===== src/rtl/noc_buffer_out.sv =====
// noc_buffer_out: first-word-fall-through AXI-Stream buffer between an accelerator and a NoC router.
// Store-and-forward per packet, cut-through when full or mid-packet. Optional stats: NOC_BUF_OUT_STATS_EN.
module noc_buffer_out #(
  parameter int BW    = 32,
  parameter int BWB   = BW / 8,
  parameter int DEPTH = 16
) (
  input  logic                     clk_line,
  input  logic                     clk_line_rst_low,

  input  logic                     stream_in_TVALID,
  input  logic [BW-1:0]            stream_in_TDATA,
  input  logic [BWB-1:0]           stream_in_TKEEP,
  input  logic                     stream_in_TLAST,
  output logic                     stream_in_TREADY,

  output logic                     stream_out_TVALID,
  output logic [BW-1:0]            stream_out_TDATA,
  output logic [BWB-1:0]           stream_out_TKEEP,
  output logic                     stream_out_TLAST,
  input  logic                     stream_out_TREADY,

  output logic [$clog2(DEPTH):0]   buf_level
`ifdef NOC_BUF_OUT_STATS_EN
  ,
  output logic [15:0]              pkt_in_cnt,
  output logic [15:0]              pkt_out_cnt
`endif
);

  localparam int AW = $clog2(DEPTH);
  localparam int LW = AW + 1;

  typedef struct packed {
    logic [BW-1:0]  data;
    logic [BWB-1:0] keep;
    logic           last;
  } entry_t;

  typedef enum logic {
    OUT_IDLE = 1'b0,
    OUT_PKT  = 1'b1
  } out_state_e;

  entry_t        mem_q [DEPTH];
  entry_t        head;
  entry_t        in_entry;

  logic [AW-1:0] wr_ptr_q, wr_ptr_d;
  logic [AW-1:0] rd_ptr_q, rd_ptr_d;
  logic [LW-1:0] level_q, level_d;
  logic [LW-1:0] pkt_count_q, pkt_count_d;
  out_state_e    state_q, state_d;

  logic          empty;
  logic          full;
  logic          push;
  logic          pop;
  logic          in_last;
  logic          out_last;

  // Handshake and head-of-queue decode. The head entry is read combinationally
  // so a beat written at one edge is visible on the output during the next cycle.
  always_comb begin
    empty             = (level_q == '0);
    full              = (level_q == LW'(DEPTH));
    head              = mem_q[rd_ptr_q];
    in_entry          = '{data: stream_in_TDATA, keep: stream_in_TKEEP, last: stream_in_TLAST};

    // A full buffer refuses input even when a pop happens in the same cycle.
    stream_in_TREADY  = !full;
    push              = stream_in_TVALID && !full;

    stream_out_TVALID = !empty && ((pkt_count_q != '0) || (state_q == OUT_PKT) || full);
    pop               = stream_out_TVALID && stream_out_TREADY;

    stream_out_TDATA  = head.data;
    stream_out_TKEEP  = head.keep;
    stream_out_TLAST  = stream_out_TVALID && head.last;

    in_last           = push && stream_in_TLAST;
    out_last          = pop && head.last;

    buf_level         = level_q;
  end

  // Pointer, occupancy and stored-packet bookkeeping.
  // NOTE: every signal assigned in a combinational block gets a default first so
  // no path leaves it unassigned, which would otherwise infer a latch.
  always_comb begin
    wr_ptr_d    = wr_ptr_q;
    rd_ptr_d    = rd_ptr_q;
    level_d     = level_q;
    pkt_count_d = pkt_count_q;

    if (push) wr_ptr_d = wr_ptr_q + 1'b1;
    if (pop)  rd_ptr_d = rd_ptr_q + 1'b1;

    unique case ({push, pop})
      2'b10:   level_d = level_q + 1'b1;
      2'b01:   level_d = level_q - 1'b1;
      default: level_d = level_q;
    endcase

    if (in_last && !out_last)      pkt_count_d = pkt_count_q + 1'b1;
    else if (out_last && !in_last) pkt_count_d = pkt_count_q - 1'b1;
  end

  // Output FSM: tracks whether the router has seen the start of a packet
  // whose TLAST has not yet left, which licenses cut-through of the remainder.
  always_comb begin
    state_d = state_q;
    unique case (state_q)
      OUT_IDLE: if (pop && !head.last) state_d = OUT_PKT;
      OUT_PKT:  if (pop && head.last)  state_d = OUT_IDLE;
      default:  state_d = OUT_IDLE;
    endcase
  end

  // NOTE: sequential state is updated with non-blocking assignments so every
  // flop samples the pre-edge values regardless of block evaluation order.
  always_ff @(posedge clk_line or negedge clk_line_rst_low) begin
    if (!clk_line_rst_low) begin
      wr_ptr_q    <= '0;
      rd_ptr_q    <= '0;
      level_q     <= '0;
      pkt_count_q <= '0;
    end else begin
      wr_ptr_q    <= wr_ptr_d;
      rd_ptr_q    <= rd_ptr_d;
      level_q     <= level_d;
      pkt_count_q <= pkt_count_d;
    end
  end

  always_ff @(posedge clk_line or negedge clk_line_rst_low) begin
    if (!clk_line_rst_low) state_q <= OUT_IDLE;
    else                   state_q <= state_d;
  end

  // NOTE: the storage array has no reset; clearing the pointers and level is
  // enough to make its contents unreachable, and it keeps the array RAM-mappable.
  always_ff @(posedge clk_line) begin
    if (push) mem_q[wr_ptr_q] <= in_entry;
  end

`ifdef NOC_BUF_OUT_STATS_EN
  logic [15:0] pkt_in_cnt_q, pkt_in_cnt_d;
  logic [15:0] pkt_out_cnt_q, pkt_out_cnt_d;

  // Packet counters saturate rather than wrap so a long run never reads as low traffic.
  always_comb begin
    pkt_in_cnt_d  = pkt_in_cnt_q;
    pkt_out_cnt_d = pkt_out_cnt_q;
    if (in_last && (pkt_in_cnt_q != 16'hFFFF))   pkt_in_cnt_d  = pkt_in_cnt_q + 16'd1;
    if (out_last && (pkt_out_cnt_q != 16'hFFFF)) pkt_out_cnt_d = pkt_out_cnt_q + 16'd1;
  end

  always_ff @(posedge clk_line or negedge clk_line_rst_low) begin
    if (!clk_line_rst_low) begin
      pkt_in_cnt_q  <= '0;
      pkt_out_cnt_q <= '0;
    end else begin
      pkt_in_cnt_q  <= pkt_in_cnt_d;
      pkt_out_cnt_q <= pkt_out_cnt_d;
    end
  end

  assign pkt_in_cnt  = pkt_in_cnt_q;
  assign pkt_out_cnt = pkt_out_cnt_q;
`endif

endmodule


===== config.mk =====
export PLATFORM = sky130hd
export DESIGN_NAME = noc_buffer_out
export DESIGN_NICKNAME = d
export VERILOG_FILES = /design/src/rtl/noc_buffer_out.sv
export SDC_FILE = /design/constraint.sdc
export NUM_CORES = 1
export LEC_CHECK = 0
export ABC_AREA = 1
export BUFFER_PORTS_ARGS = -buffer_cell sky130_fd_sc_hd__buf_2
export CAP_MARGIN = 5
export CORE_ASPECT_RATIO = 1.1
export CORE_UTILIZATION = 40
export CTS_BUF_LIST = sky130_fd_sc_hd__clkbuf_16
export CTS_CLUSTER_DIAMETER = 40
export DETAILED_ROUTE_END_ITERATION = 10
export PLACE_DENSITY = 0.62
export SLEW_MARGIN = 40
export SYNTH_ARGS = -nofsm -noshare
export SYNTH_HDL_FRONTEND = slang
export SYNTH_SLANG_ARGS = --single-unit

===== constraint.sdc =====
create_clock -name clk_line -period 3.4 [get_ports clk_line]
set_clock_uncertainty 0.1 [all_clocks]
set_input_delay 0.68 -clock clk_line [delete_from_list [all_inputs] [get_ports clk_line]]
set_output_delay 0.68 -clock clk_line [all_outputs]
set_load 0.1 [all_outputs]

# After elaboration in Yosys (flattened, before gate mapping)
# Memory sizes are Yosys's and may differ from the RTL's.
# Index checks and enable logic that the tools add are counted.
# word_totals
regBits	19
latch_bits	0
mem_bits_rw	592
mem_bits_ro	0
in_bits	41
out_inout_bits	44
memories	1
# mem_list
memory	depth	width	rd	rd_ports_with_merged_regs	wr	line_no	source
mem_q	16	37	1	0	1	45	entry_t mem_q [DEPTH];
# classes
addsub	6
mul	0
div	0
n_lt_le_gt_ge	0
n_eq_ne	3
shifts	0
mux	8
bitwise_logic	1
n_reduce_logical	20
# op_table
operator	n
adder 5 x 1 -> 5 bit (second input constant)	2
two-way mux 5 bit	2
one-hot mux 5 bit (2 select lines)	1
subtractor 5 x 1 -> 5 bit (second input constant)	2
logical AND 1 bit	9
adder 4 x 1 -> 4 bit (second input constant)	2
== test 5 bit (second input constant)	1
logical NOT 1 bit	5
logical NOT 5 bit	1
nonzero test 5 bit	1
two-way mux 1 bit	4
nonzero test 2 bit	2
== test 2 x 1 -> 1 bit (second input constant)	1
== test 2 bit (second input constant)	1
logical OR 1 bit	2
one-hot mux 1 bit (2 select lines)	1
NOT 1 bit	1

# Logic depth before layout (Yosys ltp)
# Gate-level depths: netlist of run 1.
# depth
word_depth	9
mapped_depth	18

# Least setup slack after synthesis of run 1
# OpenSTA, ideal clock, no wires.
# synth_timing
path_kind	register to output
startpoint	register level_q[4], in the netlist buf_level[4]
endpoint	output stream_out_TLAST
arrival_time_ns	4.756
required_ns	2.620
slack_ns	-2.136
stages_incl_launch_ff	5
n_path_buf	0
cell_sequence	dfrtp_1 > nand4_1 > nand2_1 > inv_1 > nor2_1
# synth_between
elab_chain_len	4
elab_cells_between_ends	6
cone_classes	eq/ne (1); reduce/logical (5)
# synth_lines
item	line_no	source
start: declaration	51	logic [LW-1:0] level_q, level_d;
start signal: assignment	131	level_q <= level_d;
== test 5 bit or logical NOT 5 bit (tied branches)	66, 65	
logical OR 1 bit or logical NOT 1 bit (tied branches)	74	stream_out_TVALID = !empty && ((pkt_count_q != '0) || (state_q == OUT_PKT) || full);
logical AND 1 bit *	74	
via stream_out_TVALID	17	output logic stream_out_TVALID,
logical AND 1 bit *	79	stream_out_TLAST = stream_out_TVALID && head.last;
end: declaration	20	output logic stream_out_TLAST,
# Mark *: on every way through the listed nets, which the timed path passes. The rest lies on a longest branch.

# Worst setup path after layout of run 1
# layout_timing
startpoint	register rd_ptr_q[0]
endpoint	output stream_out_TDATA[22]
# layout_between
elab_chain_len	1
# layout_lines
item	line_no	source
start: declaration	50	logic [AW-1:0] rd_ptr_q, rd_ptr_d;
start signal: assignment	130	rd_ptr_q <= rd_ptr_d;
memory read (16 x 37 bit)	n/a	
end: declaration	18	output logic [BW-1:0] stream_out_TDATA,
# Every way passes these cells.

==> impl_table.tex, run 1 <==
\begin{tabular}{lr}
\hline
Metric & Value \\
\hline
\multicolumn{2}{l}{\textbf{Critical path}} \\
\quad Critical path launch point type & flip-flop \\
\quad FF-to-FF setup slack & 0.60 ns \\
\quad Data arrival time of the critical path & 2.54 ns \\
\quad Category of the most critical setup path & reg -> out \\
\quad Worst-path maximum fanout & 33 \\
\quad Worst EP required & 2.62 ns \\
\quad Crit. End Element & output port \\
\multicolumn{2}{l}{\textbf{STA}} \\
\quad Final hold vios & 0 \\
\quad Fin. max-slew vios & 0 \\
\quad Slew Limit Headroom & 0.5537 \\
\quad Setup repair after global routing missed its margin & true \\
\quad Setup\_tns & 0 ns \\
\quad Final setup violation count & 0 \\
\quad Slew of the pin with the lowest slew margin & 0.6695 ns \\
\quad Final Critical Period & 3.316 ns \\
\quad Final critical-path setup slack & 0.08433 ns \\
\quad Minimum hold slack & 0.3104 ns \\
\quad Fmax & 301.6 MHz \\
\quad Tcrit/Tclk final & 0.9752 \\
\multicolumn{2}{l}{\textbf{Yosys}} \\
\quad Register area share after synthesis & 0.7506 \\
\quad Mapped Area & 24320 um\^{}2 \\
\quad Yosys cell types & 24 \\
\quad Mapped Avg Cell Area & 12.67 um\^{}2 \\
\quad Cell count after synthesis & 1919 \\
\quad Nets in the synthesized netlist & 1975 \\
\quad Warnings from Yosys & 0 \\
\quad Synth Register Bits & 611 \\
\multicolumn{2}{l}{\textbf{Place}} \\
\quad Post-Place Cell Area & 26510 um\^{}2 \\
\quad Post-placement worst setup slack & 0.5404 ns \\
\quad Port bufs & 84 \\
\quad Detailed Place HPWL & 32370 um \\
\quad Number of placed instances, taps included & 2716 \\
\quad Routability cong. & 0.7700 \\
\multicolumn{2}{l}{\textbf{Die}} \\
\quad Die width & 237.1 um \\
\quad Initial core utilization & 0.4054 \\
\quad Overall die area & 61780 um\^{}2 \\
\quad Core box area & 59980 um\^{}2 \\
\quad Cell Rows & 94 \\
\quad Boundary pin count & 85 \\
\quad Y dimension of the die & 260.6 um \\
\multicolumn{2}{l}{\textbf{Drt}} \\
\quad Post-route ant nets & 0 \\
\quad Number of DRC markers after the initial detailed-route iteration & 1422 \\
\quad Post-detailed-route DRC marker count & 0 \\
\quad Average routed wire per standard cell & 21.77 um \\
\quad Routed via count & 15.68k \\
\quad Drt first pass iters & 5 \\
\quad Total length of routed wires & 62690 um \\
\quad Via-per-instance ratio & 5.443 \\
\multicolumn{2}{l}{\textbf{Clock network}} \\
\quad Number of clock sinks seen by CTS & 611 \\
\quad H-tree depth & 3 \\
\quad Total clock buffers created by CTS & 81 \\
\quad Skew-Pair Late Insertion Delay & 0.62 ns \\
\quad Root buffer cell & clkbuf\_16 \\
\quad Clock tree from TritonCTS & done \\
\quad Max Buffers Root-to-Sink & 3 \\
\quad Clock transition at the registers of the reported paths & 0.05 ns \\
\multicolumn{2}{l}{\textbf{Status}} \\
\quad Outcome & finished, final reports clean \\
\multicolumn{2}{l}{\textbf{Layout}} \\
\quad Share of post-route cells with drive strength above 1 & 0.1644 \\
\quad Most frequent standard cell in the layout excluding fill and tap cells & edfxtp\_1 \\
\quad Area of combinational cells with multiple inputs & 5562 um\^{}2 \\
\quad Sequential Area & 18280 um\^{}2 \\
\quad Design Area, Final & 29590 um\^{}2 \\
\quad Core Util, Final & 0.4934 \\
\quad Signed area change from the synthesized netlist to the final layout & 21.70\% \\
\quad Cell Count, Final, Fillers Out & 2880 \\
\quad Commonest cells after routing, fill and taps aside & edfxtp\_1 (592), nand2\_1 (418), nor2\_1 (194) \\
\quad Final-stage net count & 2102 \\
\quad Layout fillers & 5060 \\
\multicolumn{2}{l}{\textbf{Pwr}} \\
\quad Ratio of total power to cell area & 1073 nW/um\^{}2 \\
\quad Standby leakage power & 10.44 nW \\
\quad Peak supply drop & 1.315 mV \\
\quad Sum of internal, switching and leakage power & 31.75 mW \\
\multicolumn{2}{l}{\textbf{Global routing}} \\
\quad Most crowded layer after global routing & met2 \\
\quad Number of global-route vias before repair & 15.67k \\
\quad Global Route met3 Usage & 0.03036 \\
\quad Met2 track demand over resource in global routing & 0.3288 \\
\quad Fraction of met1 tracks used by global routing & 0.2740 \\
\quad Wire length of the first global-routing pass & 93720 um \\
\quad Total global-route track usage & 0.2030 \\
\quad Pin count of the biggest net entering global routing & 93 \\
\quad Global route total overflow & 0 \\
\quad Antenna violations before repair & 3 \\
\multicolumn{2}{l}{\textbf{Flow run}} \\
\quad Max-capacitance violation count & 0 \\
\multicolumn{2}{l}{\textbf{Worst hold path}} \\
\quad Hold Path Class & in -> reg \\
\hline
\end{tabular}
-- synthesized netlist by cell type --
cell / number / area [um^2]
buf_2: 54 / 270.3
buf_8: 1 / 15.01
xnor2_1: 3 / 26.28
buf_4: 19 / 142.6
edfxtp_1: 592 / 17780
a31oi_1: 19 / 118.9
o21ai_1: 36 / 180.2
nand2_1: 426 / 1599
ha_1: 13 / 162.7
dfrtp_1: 19 / 475.5
inv_1: 31 / 116.4
buf_6: 7 / 78.83
xor2_1: 10 / 87.58
o21ai_0: 187 / 935.9
o22ai_1: 36 / 225.2
clkbuf_1: 32 / 120.1
nand3_1: 89 / 445.4
nor3_1: 1 / 5.000
fa_1: 2 / 40.04
nand4_1: 1 / 6.260
nor2_1: 213 / 799.5
a21oi_1: 108 / 540.5
inv_4: 1 / 6.260
o211ai_1: 19 / 142.6
-- final timing paths --
path	endpoint	cells after the start	startpoint
hold reg to reg	flip-flop	2	flip-flop
setup / recovery	stream_out_TDATA[22]	7	rd_ptr_q[0]
hold / removal	rd_ptr_q[0]	3	stream_out_TREADY
max in group asynchronous	buf_level[2]	2	clk_line_rst_low
min in group asynchronous	rd_ptr_q[0]	2	clk_line_rst_low
setup reg to reg	pkt_count_q[4]	16	rd_ptr_q[0]
-- report_power, final --
group	internal, mW	switching [mW]
combinational	4.26	9.66
clock	5.10	3.32
sequential	9.09	0.326
total	18.4	13.3
-- flip-flops by register name, indices dropped and copies added (netlist names), named ones only --
| register | count |
|---|---|
| mem_q | 592 |
| buf_level | 5 |
| pkt_count_q | 5 |
| rd_ptr_q | 4 |
| wr_ptr_q | 4 |
-- metal layers --
metal	wire, um	part of all wire
met5	19	0.00030
met4	2023	0.032
met3	4430	0.071
met2	30320	0.48
met1	25900	0.41
-- timing repair --
action / 4_1_cts / 5_1_grt
endpoints found under the setup margin: 21 / 34
gates resized for setup: 10 / 23
setup buffers: 0 / 8
pin swaps: 1 / 5
cloned: 4 / 3
hold endpoints to repair: 19 / 0
hold buffers: 1 / 0
-- worst max-delay path, stage by stage (launching register included) --
cell and delay (ns):
dfrtp_4 0.59, clkinv_16 0.17, bufbuf_16 0.34, o21ai_0 0.16
o22ai_1 0.08, o21ai_0 0.21, nand2_1 0.15, buf_12 0.19
-- area by class of cell --
class | instances | share of cell area
Multi-Input combinational cell | 1163 | 0.1879
Inverter | 32 | 0.005369
Antenna cell | 1 | 0.00008456
Clock inverter | 66 | 0.02275
Sequential cell | 611 | 0.6177
Clock buffer | 82 | 0.06934
Timing Repair inverter | 2 | 0.0009301
Tap cell | 768 | 0.03247
Timing Repair Buffer | 155 | 0.06342
-- logic make-up (layout without fill, tap and decap cells) --
kind of cell | Yosys count | count (layout) | synth area share
flip-flops | 611 | 611 | 0.7506
adder cells (fa/ha/maj) | 15 | 15 | 0.008336
AO/OA/AOI/OAI | 405 | 405 | 0.08814
AND/OR/NAND/NOR | 730 | 730 | 0.1174
buffers and inverters | 145 | 337 | 0.03082
other | 0 | 1 | 0
XOR/XNOR | 13 | 13 | 0.004682
Power figures use the tool's default switching activity.
==> run 2: changes to the inputs <==
- GPL_TIMING_DRIVEN: not set -> 0
==> run 2 against run 1 <==
Against the previous run:
- maximum frequency fell by 1.0%
- count of clock-buffer cells in the layout fell by 1
- critical path type unchanged
- sequential power fell by 1%
- wire length rose by 12%
- combinational power rose by 5%
- flip-flop and latch count did not move
- register-to-register slack got worse by 0.14 ns
- clock power fell by 2.4%
- critical path depth rose by 4
- design area rose by 1.5%
- worst setup slack got worse by 0.034 ns
==> impl_table.tex, run 2 (synthesis results as in run 1) <==
\begin{tabular}{lr}
\hline
Metric & Value \\
\hline
\multicolumn{2}{l}{\textbf{Status}} \\
\quad Outcome & finished, final reports clean \\
\multicolumn{2}{l}{\textbf{Drt}} \\
\quad Post-route ant nets & 0 (unchanged) \\
\quad Total length of routed wires & 70410 um (+12\%) \\
\quad Drt first pass iters & 5 (unchanged) \\
\quad Routed via count & 16.32k (+4.1\%) \\
\quad Post-detailed-route DRC marker count & 0 (unchanged) \\
\quad Average routed wire per standard cell & 23.87 um (+9.7\%) \\
\quad Number of DRC markers after the initial detailed-route iteration & 1838 (+29\%) \\
\quad Via-per-instance ratio & 5.532 (+1.6\%) \\
\multicolumn{2}{l}{\textbf{Clock network}} \\
\quad Total clock buffers created by CTS & 79 (-2.5\%) \\
\quad Skew-Pair Late Insertion Delay & 0.62 ns (about the same) \\
\quad H-tree depth & 3 (unchanged) \\
\quad Clock transition at the registers of the reported paths & 0.06 ns (about the same) \\
\quad Root buffer cell & clkbuf\_16 \\
\quad Number of clock sinks seen by CTS & 611 (unchanged) \\
\quad Clock tree from TritonCTS & done \\
\quad Setup bufs post-CTS & 0 (unchanged) \\
\quad Max Buffers Root-to-Sink & 3 (unchanged) \\
\multicolumn{2}{l}{\textbf{Layout}} \\
\quad Sequential Area & 18270 um\^{}2 (about the same) \\
\quad Share of post-route cells with drive strength above 1 & 0.1874 (+0.02307) \\
\quad Most frequent standard cell in the layout excluding fill and tap cells & edfxtp\_1 \\
\quad Reg with most FFs & mem\_q \\
\quad Final-stage net count & 2176 (+3.5\%) \\
\quad Signed area change from the synthesized netlist to the final layout & 23.56\% \\
\quad Commonest cells after routing, fill and taps aside & edfxtp\_1 (592), nand2\_1 (416), nor2\_1 (194) \\
\quad Area of combinational cells with multiple inputs & 5584 um\^{}2 (+0.41\%) \\
\quad Layout fillers & 5075 (+0.30\%) \\
\quad Largest register FFs & 592 (unchanged) \\
\quad Antenna cell count & 0 (-1) \\
\multicolumn{2}{l}{\textbf{Critical path}} \\
\quad Delay contributed by the slowest stage of the critical path & 0.40 ns (-0.19 ns) \\
\quad Critical path launch point type & flip-flop \\
\quad Cells traversed along the worst timing path & buf\_6 -> inv\_4 -> buf\_8 -> buf\_8 -> nand2\_1 -> nand3\_1 -> nand2\_1 -> a21oi\_1 -> o21ai\_0 -> nand2\_1 -> buf\_8 \\
\quad Category of the most critical setup path & reg -> out \\
\quad Worst EP required & 2.62 ns (about the same) \\
\quad Data arrival time of the critical path & 2.57 ns (+0.03 ns) \\
\quad Worst-path maximum fanout & 10 (-70\%) \\
\quad Worst setup path startpoint & rd\_ptr\_q[0] \\
\quad Cell type of the slowest stage on the worst timing path & dfrtp\_1 \\
\quad Crit. End Element & output port \\
\quad Reg-to-reg startpoint & rd\_ptr\_q[1] \\
\multicolumn{2}{l}{\textbf{Place}} \\
\quad Detailed Place HPWL & 46670 um (+44\%) \\
\quad Port bufs & 84 (unchanged) \\
\quad Routability cong. & 0.8348 (+8.4\%) \\
\multicolumn{2}{l}{\textbf{Die}} \\
\quad Overall die area & 61780 um\^{}2 (unchanged) \\
\quad Y dimension of the die & 260.6 um (unchanged) \\
\quad Die width & 237.1 um (unchanged) \\
\quad Core box area & 59980 um\^{}2 (unchanged) \\
\quad Initial core utilization & 0.4054 (unchanged) \\
\quad Boundary pin count & 85 (unchanged) \\
\quad Cell Rows & 94 (unchanged) \\
\multicolumn{2}{l}{\textbf{Global routing}} \\
\quad Global route total overflow & 0 (unchanged) \\
\quad Number of global-route vias before repair & 16.11k (+2.8\%) \\
\quad Pin count of the biggest net entering global routing & 20 (-78\%) \\
\quad Antenna violations before repair & 2 (-1) \\
\quad Total global-route track usage & 0.2287 (+0.02563) \\
\quad Wire length of the first global-routing pass & 103000 um (+9.9\%) \\
\multicolumn{2}{l}{\textbf{STA}} \\
\quad Slew of the pin with the lowest slew margin & 0.7782 ns (+0.1087 ns) \\
\quad Fmax & 298.5 MHz (-1.0\%) \\
\quad Setup\_tns & 0 ns (unchanged) \\
\quad Final hold vios & 0 (unchanged) \\
\quad Setup repair after global routing missed its margin & true \\
\quad Minimum hold slack & 0.3170 ns (+0.006616 ns) \\
\quad Tcrit/Tclk final & 0.9853 (+0.01005) \\
\quad Slew Limit Headroom & 0.4812 (-0.07249) \\
\quad Final Critical Period & 3.350 ns (+0.03418 ns) \\
\quad Final setup violation count & 0 (unchanged) \\
\quad Fin. max-slew vios & 0 (unchanged) \\
\multicolumn{2}{l}{\textbf{Pwr}} \\
\quad Switching fraction of total power & 0.4367 (+0.01762) \\
\quad Cell-internal power & 18.09 mW (-1.9\%) \\
\quad Sum of internal, switching and leakage power & 32.11 mW (+1.1\%) \\
\quad Clock Power Share & 0.256 (-0.009) \\
\quad Part of the total power dissipated in sequential elements & 0.290 (-0.007) \\
\quad Peak supply drop & 1.293 mV (-1.6\%) \\
\quad Standby leakage power & 10.72 nW (+2.7\%) \\
\quad Ratio of total power to cell area & 1069 nW/um\^{}2 (-0.37\%) \\
\quad Proportion of power drawn by combinational gates & 0.454 (+0.016) \\
\quad Sw Pwr & 14.02 mW (+5.4\%) \\
\multicolumn{2}{l}{\textbf{Worst hold path}} \\
\quad Hold Path Class & in -> reg \\
\quad Worst min-delay path startpoint & stream\_out\_TREADY \\
\multicolumn{2}{l}{\textbf{Flow run}} \\
\quad Max-capacitance violation count & 0 (unchanged) \\
\hline
\end{tabular}
==> run 2: final timing paths <==
path                       cells after the start  slack [ns]              endpoint
setup / recovery                              11        0.05  stream_out_TDATA[17]
hold / removal                                 3        0.32           rd_ptr_q[0]
setup reg to reg                              15        0.46        pkt_count_q[4]
hold reg to reg                                2        0.40             flip-flop
max in group asynchronous                      2        2.30          buf_level[0]
min in group asynchronous                      2        0.47           rd_ptr_q[1]
==> run 2: power by group through the flow <==
stage	Combinational, mW	Clock (mW)	Sequential [mW]
final	14.6	8.21	9.32
after global routing	15.3	8.56	9.38
after CTS	13.7	8.27	9.32
after detailed placement	12.9	0	9.47
after global placement	12.4	0	9.47
after floorplan	8.57	0	9.64
==> run 2: critical path: cells and delay by family, from the launching register on <==
family                 cells  cell delay [ns]
AND/OR/NAND/NOR            4             0.36
flip-flops                 1             0.40
AO/OA/AOI/OAI              2             0.32
buffers and inverters      5             0.86
==> run 2: layout make-up <==
cell class,count,area share
Tap cell,768,0.03198
Multi-Input combinational cell,1163,0.1859
Clock buffer,81,0.06746
Inverter,32,0.004248
Buffer,113,0.02982
Sequential cell,611,0.6081
Timing Repair Buffer,120,0.05280
Clock inverter,62,0.01970
==> run 2: layer usage <==
metal | up-vias | part of all wire | track usage
li1 | 7307 | - | -
met5 | - | 0.00036 | 0
met1 | 8094 | 0.39 | 0.2869
met3 | 144 | 0.078 | 0.03681
met4 | 4 | 0.030 | 0.08853
met2 | 770 | 0.50 | 0.3976
==> run 2: repair_timing <==
item | in CTS | in global routing
endpoints found under the setup margin | 37 | 37
gates resized for setup | 122 | 119
pin swaps | 0 | 15
endpoints found under the hold margin | 19 | 0
hold buffers | 1 | 0
==> run 2: metrics by stage <==
stage	instances	instance area, um^2	setup WS, ns	utilization
6_report	2950	30050	0.05015	0.5009
5_1_grt	2950	30050	-0.04014	0.5009
4_1_cts	2950	29680	-0.04033	0.4948
3_5_place_dp	2806	26730	0.05885	0.4456
3_3_place_gp	2771	25950	0.07904	0.4326
2_1_floorplan	1919	24570	-0.5810	-
